--- src/rtl/ccff_loader.sv ---
`default_nettype none
// ============================================================================
// Module   : ccff_loader
// Brief    : Serialises bitstream bytes onto a configuration flop chain and
//            reads the chain back non-destructively by recirculating its tail.
// Revision : 1.0
// ============================================================================
module ccff_loader #(
  parameter int CHAIN_LEN = 36
) (
  input  logic       prog_clk,
  input  logic       prog_reset,
  input  logic       cmd_load,
  input  logic       cmd_readback,
  input  logic [7:0] in_data,
  input  logic       in_valid,
  output logic       in_ready,
  output logic [7:0] out_data,
  output logic       out_valid,
  input  logic       out_ready,
  output logic       ccff_head,
  input  logic       ccff_tail,
  output logic       chain_clk_en,
  output logic       busy,
  output logic       done,
  output logic       cfg_valid,
  output logic       cmd_err
);

  localparam int NBYTES = (CHAIN_LEN + 7) / 8;
  localparam int PAD    = 8 * NBYTES - CHAIN_LEN;
  localparam int CW     = $clog2(8 * NBYTES + 1);

  localparam logic [CW-1:0] C_NBYTES    = CW'(NBYTES);
  localparam logic [CW-1:0] C_LAST_LOAD = CW'(8 * NBYTES - 1);
  localparam logic [CW-1:0] C_CHAIN_LEN = CW'(CHAIN_LEN);
  localparam logic [3:0]    C_PAD       = 4'(PAD);
  localparam logic [3:0]    C_FULL      = 4'd8;

  localparam logic [1:0] ST_IDLE = 2'd0;
  localparam logic [1:0] ST_LOAD = 2'd1;
  localparam logic [1:0] ST_RDBK = 2'd2;

  logic [1:0]    state_q,     state_d;
  logic [7:0]    in_sr_q,     in_sr_d;
  logic [3:0]    in_cnt_q,    in_cnt_d;
  logic [CW-1:0] byte_cnt_q,  byte_cnt_d;
  logic [CW-1:0] chain_cnt_q, chain_cnt_d;
  logic [7:0]    out_sr_q,    out_sr_d;
  logic [3:0]    out_cnt_q,   out_cnt_d;
  logic          done_q,      done_d;
  logic          cfg_valid_q, cfg_valid_d;
  logic          cmd_err_q,   cmd_err_d;

  logic w_load_shift;
  logic w_rd_shift;
  logic w_in_hs;
  logic w_out_hs;

  // State register
  always_ff @(posedge prog_clk or posedge prog_reset) begin
    if (prog_reset) begin
      state_q     <= ST_IDLE;
      in_sr_q     <= 8'h00;
      in_cnt_q    <= 4'd0;
      byte_cnt_q  <= '0;
      chain_cnt_q <= '0;
      out_sr_q    <= 8'h00;
      out_cnt_q   <= 4'd0;
      done_q      <= 1'b0;
      cfg_valid_q <= 1'b0;
      cmd_err_q   <= 1'b0;
    end else begin
      state_q     <= state_d;
      in_sr_q     <= in_sr_d;
      in_cnt_q    <= in_cnt_d;
      byte_cnt_q  <= byte_cnt_d;
      chain_cnt_q <= chain_cnt_d;
      out_sr_q    <= out_sr_d;
      out_cnt_q   <= out_cnt_d;
      done_q      <= done_d;
      cfg_valid_q <= cfg_valid_d;
      cmd_err_q   <= cmd_err_d;
    end
  end

  // Next-state logic
  always_comb begin
    state_d = state_q;
    case (state_q)
      ST_IDLE: begin
        if (cmd_load) begin
          state_d = ST_LOAD;
        end else if (cmd_readback) begin
          state_d = ST_RDBK;
        end
      end
      ST_LOAD: begin
        if (w_load_shift && (chain_cnt_q == C_LAST_LOAD)) begin
          state_d = ST_IDLE;
        end
      end
      ST_RDBK: begin
        if (w_out_hs && (chain_cnt_q == C_CHAIN_LEN)) begin
          state_d = ST_IDLE;
        end
      end
      default: state_d = ST_IDLE;
    endcase
  end

  // Datapath and status next values
  always_comb begin
    in_sr_d     = in_sr_q;
    in_cnt_d    = in_cnt_q;
    byte_cnt_d  = byte_cnt_q;
    chain_cnt_d = chain_cnt_q;
    out_sr_d    = out_sr_q;
    out_cnt_d   = out_cnt_q;
    done_d      = 1'b0;
    cfg_valid_d = cfg_valid_q;
    cmd_err_d   = cmd_err_q;

    case (state_q)
      ST_IDLE: begin
        if (cmd_load) begin
          in_cnt_d    = 4'd0;
          byte_cnt_d  = '0;
          chain_cnt_d = '0;
          cfg_valid_d = 1'b0;
        end else if (cmd_readback) begin
          // Pad positions are pre-counted so the first byte comes out right-aligned
          chain_cnt_d = '0;
          out_cnt_d   = C_PAD;
          out_sr_d    = 8'h00;
        end
      end
      ST_LOAD: begin
        if (w_in_hs) begin
          in_sr_d    = in_data;
          in_cnt_d   = C_FULL;
          byte_cnt_d = byte_cnt_q + 1'b1;
        end else if (w_load_shift) begin
          in_sr_d     = {in_sr_q[6:0], 1'b0};
          in_cnt_d    = in_cnt_q - 1'b1;
          chain_cnt_d = chain_cnt_q + 1'b1;
          if (chain_cnt_q == C_LAST_LOAD) begin
            done_d      = 1'b1;
            cfg_valid_d = 1'b1;
          end
        end
      end
      ST_RDBK: begin
        if (w_rd_shift) begin
          out_sr_d    = {out_sr_q[6:0], ccff_tail};
          out_cnt_d   = out_cnt_q + 1'b1;
          chain_cnt_d = chain_cnt_q + 1'b1;
        end else if (w_out_hs) begin
          out_cnt_d = 4'd0;
          if (chain_cnt_q == C_CHAIN_LEN) begin
            done_d = 1'b1;
          end
        end
      end
      default: ;
    endcase

    if ((state_q != ST_IDLE) && (cmd_load || cmd_readback)) begin
      cmd_err_d = 1'b1;
    end
  end

  // Outputs
  always_comb begin
    w_load_shift = (state_q == ST_LOAD) && (in_cnt_q != 4'd0);
    w_rd_shift   = (state_q == ST_RDBK) && (out_cnt_q < C_FULL)
                   && (chain_cnt_q < C_CHAIN_LEN);
    in_ready     = (state_q == ST_LOAD) && (in_cnt_q == 4'd0)
                   && (byte_cnt_q < C_NBYTES);
    out_valid    = (state_q == ST_RDBK) && (out_cnt_q == C_FULL);
    w_in_hs      = in_ready && in_valid;
    w_out_hs     = out_valid && out_ready;
    chain_clk_en = w_load_shift || w_rd_shift;
    // Readback recirculates the tail so the chain ends where it started
    ccff_head    = (state_q == ST_RDBK) ? ccff_tail : in_sr_q[7];
    out_data     = out_sr_q;
    busy         = (state_q != ST_IDLE);
    done         = done_q;
    cfg_valid    = cfg_valid_q;
    cmd_err      = cmd_err_q;
  end

endmodule
`default_nettype wire
--- config.mk ---
export PLATFORM = sky130hd
export DESIGN_NAME = ccff_loader
export DESIGN_NICKNAME = d
export VERILOG_FILES = /design/src/rtl/ccff_loader.sv
export SDC_FILE = /design/constraint.sdc
export NUM_CORES = 1
export LEC_CHECK = 0
export ABC_CLOCK_PERIOD_IN_PS = 2300
export CAP_MARGIN = 25
export CORE_ASPECT_RATIO = 0.7
export CORE_MARGIN = 5
export CORE_UTILIZATION = 31
export CTS_CLUSTER_DIAMETER = 100
export DETAILED_ROUTE_END_ITERATION = 6
export MAX_ROUTING_LAYER = met4
export PLACE_DENSITY = 0.54
export REMOVE_ABC_BUFFERS = 1
export SETUP_SLACK_MARGIN = 0.3
export SYNTH_ARGS = -nofsm -noshare
export SYNTH_HDL_FRONTEND = slang
export SYNTH_SLANG_ARGS = --single-unit
--- constraint.sdc ---
create_clock -name prog_clk -period 2.3 [get_ports prog_clk]
set_input_delay 0.575 -clock prog_clk [delete_from_list [all_inputs] [get_ports prog_clk]]
set_output_delay 0.575 -clock prog_clk [all_outputs]
set_load 0.005 [all_outputs]
==> results of run 1 <==
-- final cells by class --
class	count	area, sq um	area share
timing repair buffer	85	768	0.218
tap	98	123	0.0349
sequential	41	1030	0.292
clock buffer	5	68.8	0.0196
multi-input combinational	162	1430	0.406
inverter	18	67.6	0.0192
clock inverter	2	35.0	0.00996
-- path summary, 6_finish.rpt --
path,from,endpoint,slack [ns],cells after the start
max,byte_cnt_q[0]$_DFFE_PP0P_,in_ready,0.08,6
min,out_data[7]$_DFFE_PP0P_,out_data[7]$_DFFE_PP0P_,0.48,2
max reg2reg,in_cnt_q[0]$_DFFE_PP0P_,in_sr_q[1]$_DFFE_PP0P_,0.23,8
min reg2reg,out_data[7]$_DFFE_PP0P_,out_data[7]$_DFFE_PP0P_,0.48,2
max in group asynchronous,prog_reset,byte_cnt_q[3]$_DFFE_PP0P_,1.21,3
min in group asynchronous,prog_reset,out_cnt_q[1]$_DFFE_PP0P_,0.72,3
-- stage by stage --
| stage | hold slack (ns) | setup slack [ns] | setup TNS (ns) | power [W] |
|---|---|---|---|---|
| floorplan | 0.467 | 0.117 | 0 | 0.00196 |
| finish | 0.480 | 0.0810 | 0 | 0.00400 |
| global route | 0.524 | 0.00600 | 0 | 0.00427 |
| CTS | 0.487 | 0.0293 | 0 | 0.00371 |
| detailed placement | 0.465 | -0.140 | -0.824 | 0.00270 |
| global placement | 0.462 | -0.120 | -0.689 | 0.00267 |
-- state kept, by name, summed over array words and instances (netlist names), 2 cells and up --
register	flops
out_cnt_q	4
out_data	8
byte_cnt_q	6
chain_cnt_q	6
state_q	2
in_sr_q	8
in_cnt_q	4
-- per-layer routing --
layer / vias to the layer above / global-route usage / wire [um] / part of all wire
met5: - / - / 0 / 0
li1: 1017 / - / - / -
met3: 10 / 0.0350 / 291 / 0.046
met1: 994 / 0.205 / 3150 / 0.50
met2: 42 / 0.222 / 2760 / 0.44
met4: 0 / 0.0401 / 64 / 0.010
-- worst max-delay path, delay by kind of cell, from the launching register on --
kind | cells | cell delay (ns)
and+or+nand+nor | 3 | 0.60
buffers and inverters | 2 | 0.22
DFF | 1 | 0.40
adders and majority gates | 1 | 0.13
-- logic make-up (layout without fill, tap and decap cells) --
| group | Yosys count | count (layout) |
|---|---|---|
| fa+ha+maj | 12 | 12 |
| simple gates | 78 | 78 |
| compound gates | 66 | 66 |
| buf+inv | 27 | 110 |
| flops | 41 | 41 |
| mux | 6 | 6 |
-- power breakdown --
part,internal [W],switching (W),total (W)
logic,0.00121,0.00117,0.00238
registers,0.000886,0.000151,0.00104
clock network,0.000316,0.000266,0.000582
-- cell usage after synthesis (all sizes together) (3+ instances only) --
cell type  count
a2bb2oi        7
or4            3
a21oi          8
clkbuf         6
buf            3
nor2           8
o21ai         15
nand2         27
nor3           4
nor4           3
inv           18
o21a           3
ha            12
dfrtp         41
nor2b          5
nand4          3
nand3          9
o22ai         11
mux2i          5
-- repair_timing --
item | in CTS | in global routing
pin swaps | 23 | 10
cloned | 0 | 0
endpoints found under the setup margin | 25 | 27
buffers inserted | 18 | 2
gates resized for setup | 59 | 38
hold buffers | 0 | 0
==> reports/metrics.cfg, run 1 <==
[yosys]
synth-xor-area-share=0
synth_edf_count=0
synth_top_area_share=0.456
yosys_most_used_dff=dfrtp_1
synth-async-reset-ratio=1.00
synth_top_family_by_area=compound AO/OA/AOI/OAI gates
postSynthAreaPerCell_sq_um=9.78
yosysWarnings=0
synthAdderAreaFrac=0.0667
synth_cells=230
synth-simple-area-share=0.187
ys_ff_latch=41
synthesis.area_sq_um=2250
ys_seq_area_frac=0.456
synth_compound_area_frac=0.213
muxShareOfSynthArea=0.0273
synth_top_area_cell=dfrtp_1
synth.area.top_cells=dfrtp_1, ha_1, nand2_1
synth_cell_types=51

[drt]
drtIter0Drc=88
vias_per_cell=5.02
drtAntennaViolNets=0
wire_per_inst_um=15.2
num_vias=2063
wl_um=6270
drc_errors=0
drtPass1Iterations=4

[global_routing]
grt_max_degree=42
grt_pass1_wl_um=10600
grt_use_total=0.149
grt-ovfl-total=0
antenna_found_initial=0
grt_pass1_vias=2075

[critical_path]
critical_path_arrival_ns=1.64
criticalPathCategory=register to output pin
cp_slowest_cell=or4_4
startpoint_type=register
cp-end-kind=output pin
crit_fanout=2
slowest_delay_ns=0.43
path_cells=inv_2 > ha_4 > nor2b_2 > or4_4 > nor3_4 > buf_2
crit_required_ns=1.73

[floorplan]
rows=26
die_y_um=81.3
initial_core_util=0.313
die_w_um=112
dieArea_sq_um=9090
core_area_sq_um=7190
io_pins=31

[hold_path]
hold_path_class=register to register

[clock_tree]
clk_pin_slew_ns=0.08
cts_root_buffer=clkbuf_8
clk_path_buf_depth=2
cts_made_buffers=5
insertion_delay_ns=0.30
cts_sinks=41
htree_levels=2
cts_tree=yes

[sta]
rsz0062_at_grt=true
hold_viol_final=0
slew_viol_final=0
worst_clock_skew_ns=0.00687
finalSetupViolCount=0
finalCritPeriodShare=0.965
fmax_mhz=451
slew-limit-headroom=0.635
fin_crit_ns=2.22
worstMarginPinSlew_ns=0.547

[power_and_ir_drop]
power.density_nw_per_um2=1140
vdd_drop_max_mv=0.463
leakage_nw=1.53

[finish]
utilization=0.489
area_growth_pct=56.4
fillCellCount=675
layout_common_cells=dfrtp_1, buf_4, nand2_1
stdcell_count=411
final_area_sq_um=3520
nNetsFinal=340
antenna_cells=0
drive_gt1_frac=0.380

[place]
finalWeightedCongestion=0.836
placed_cell_area_sq_um=2890
portBuffers=30
dp_hpwl_um=4210
dp_cells=384

[run_status]
outcome=complete, no violations

[run]
cap_viol_max_count=0

(Power assumes the default switching activity.)
==> run 2, diff against run 1 <==
Settings changed: CAP_MARGIN 25 to 5.
==> results of run 2 <==
The final DEF is identical to that of run 1; final timing and power are the same.
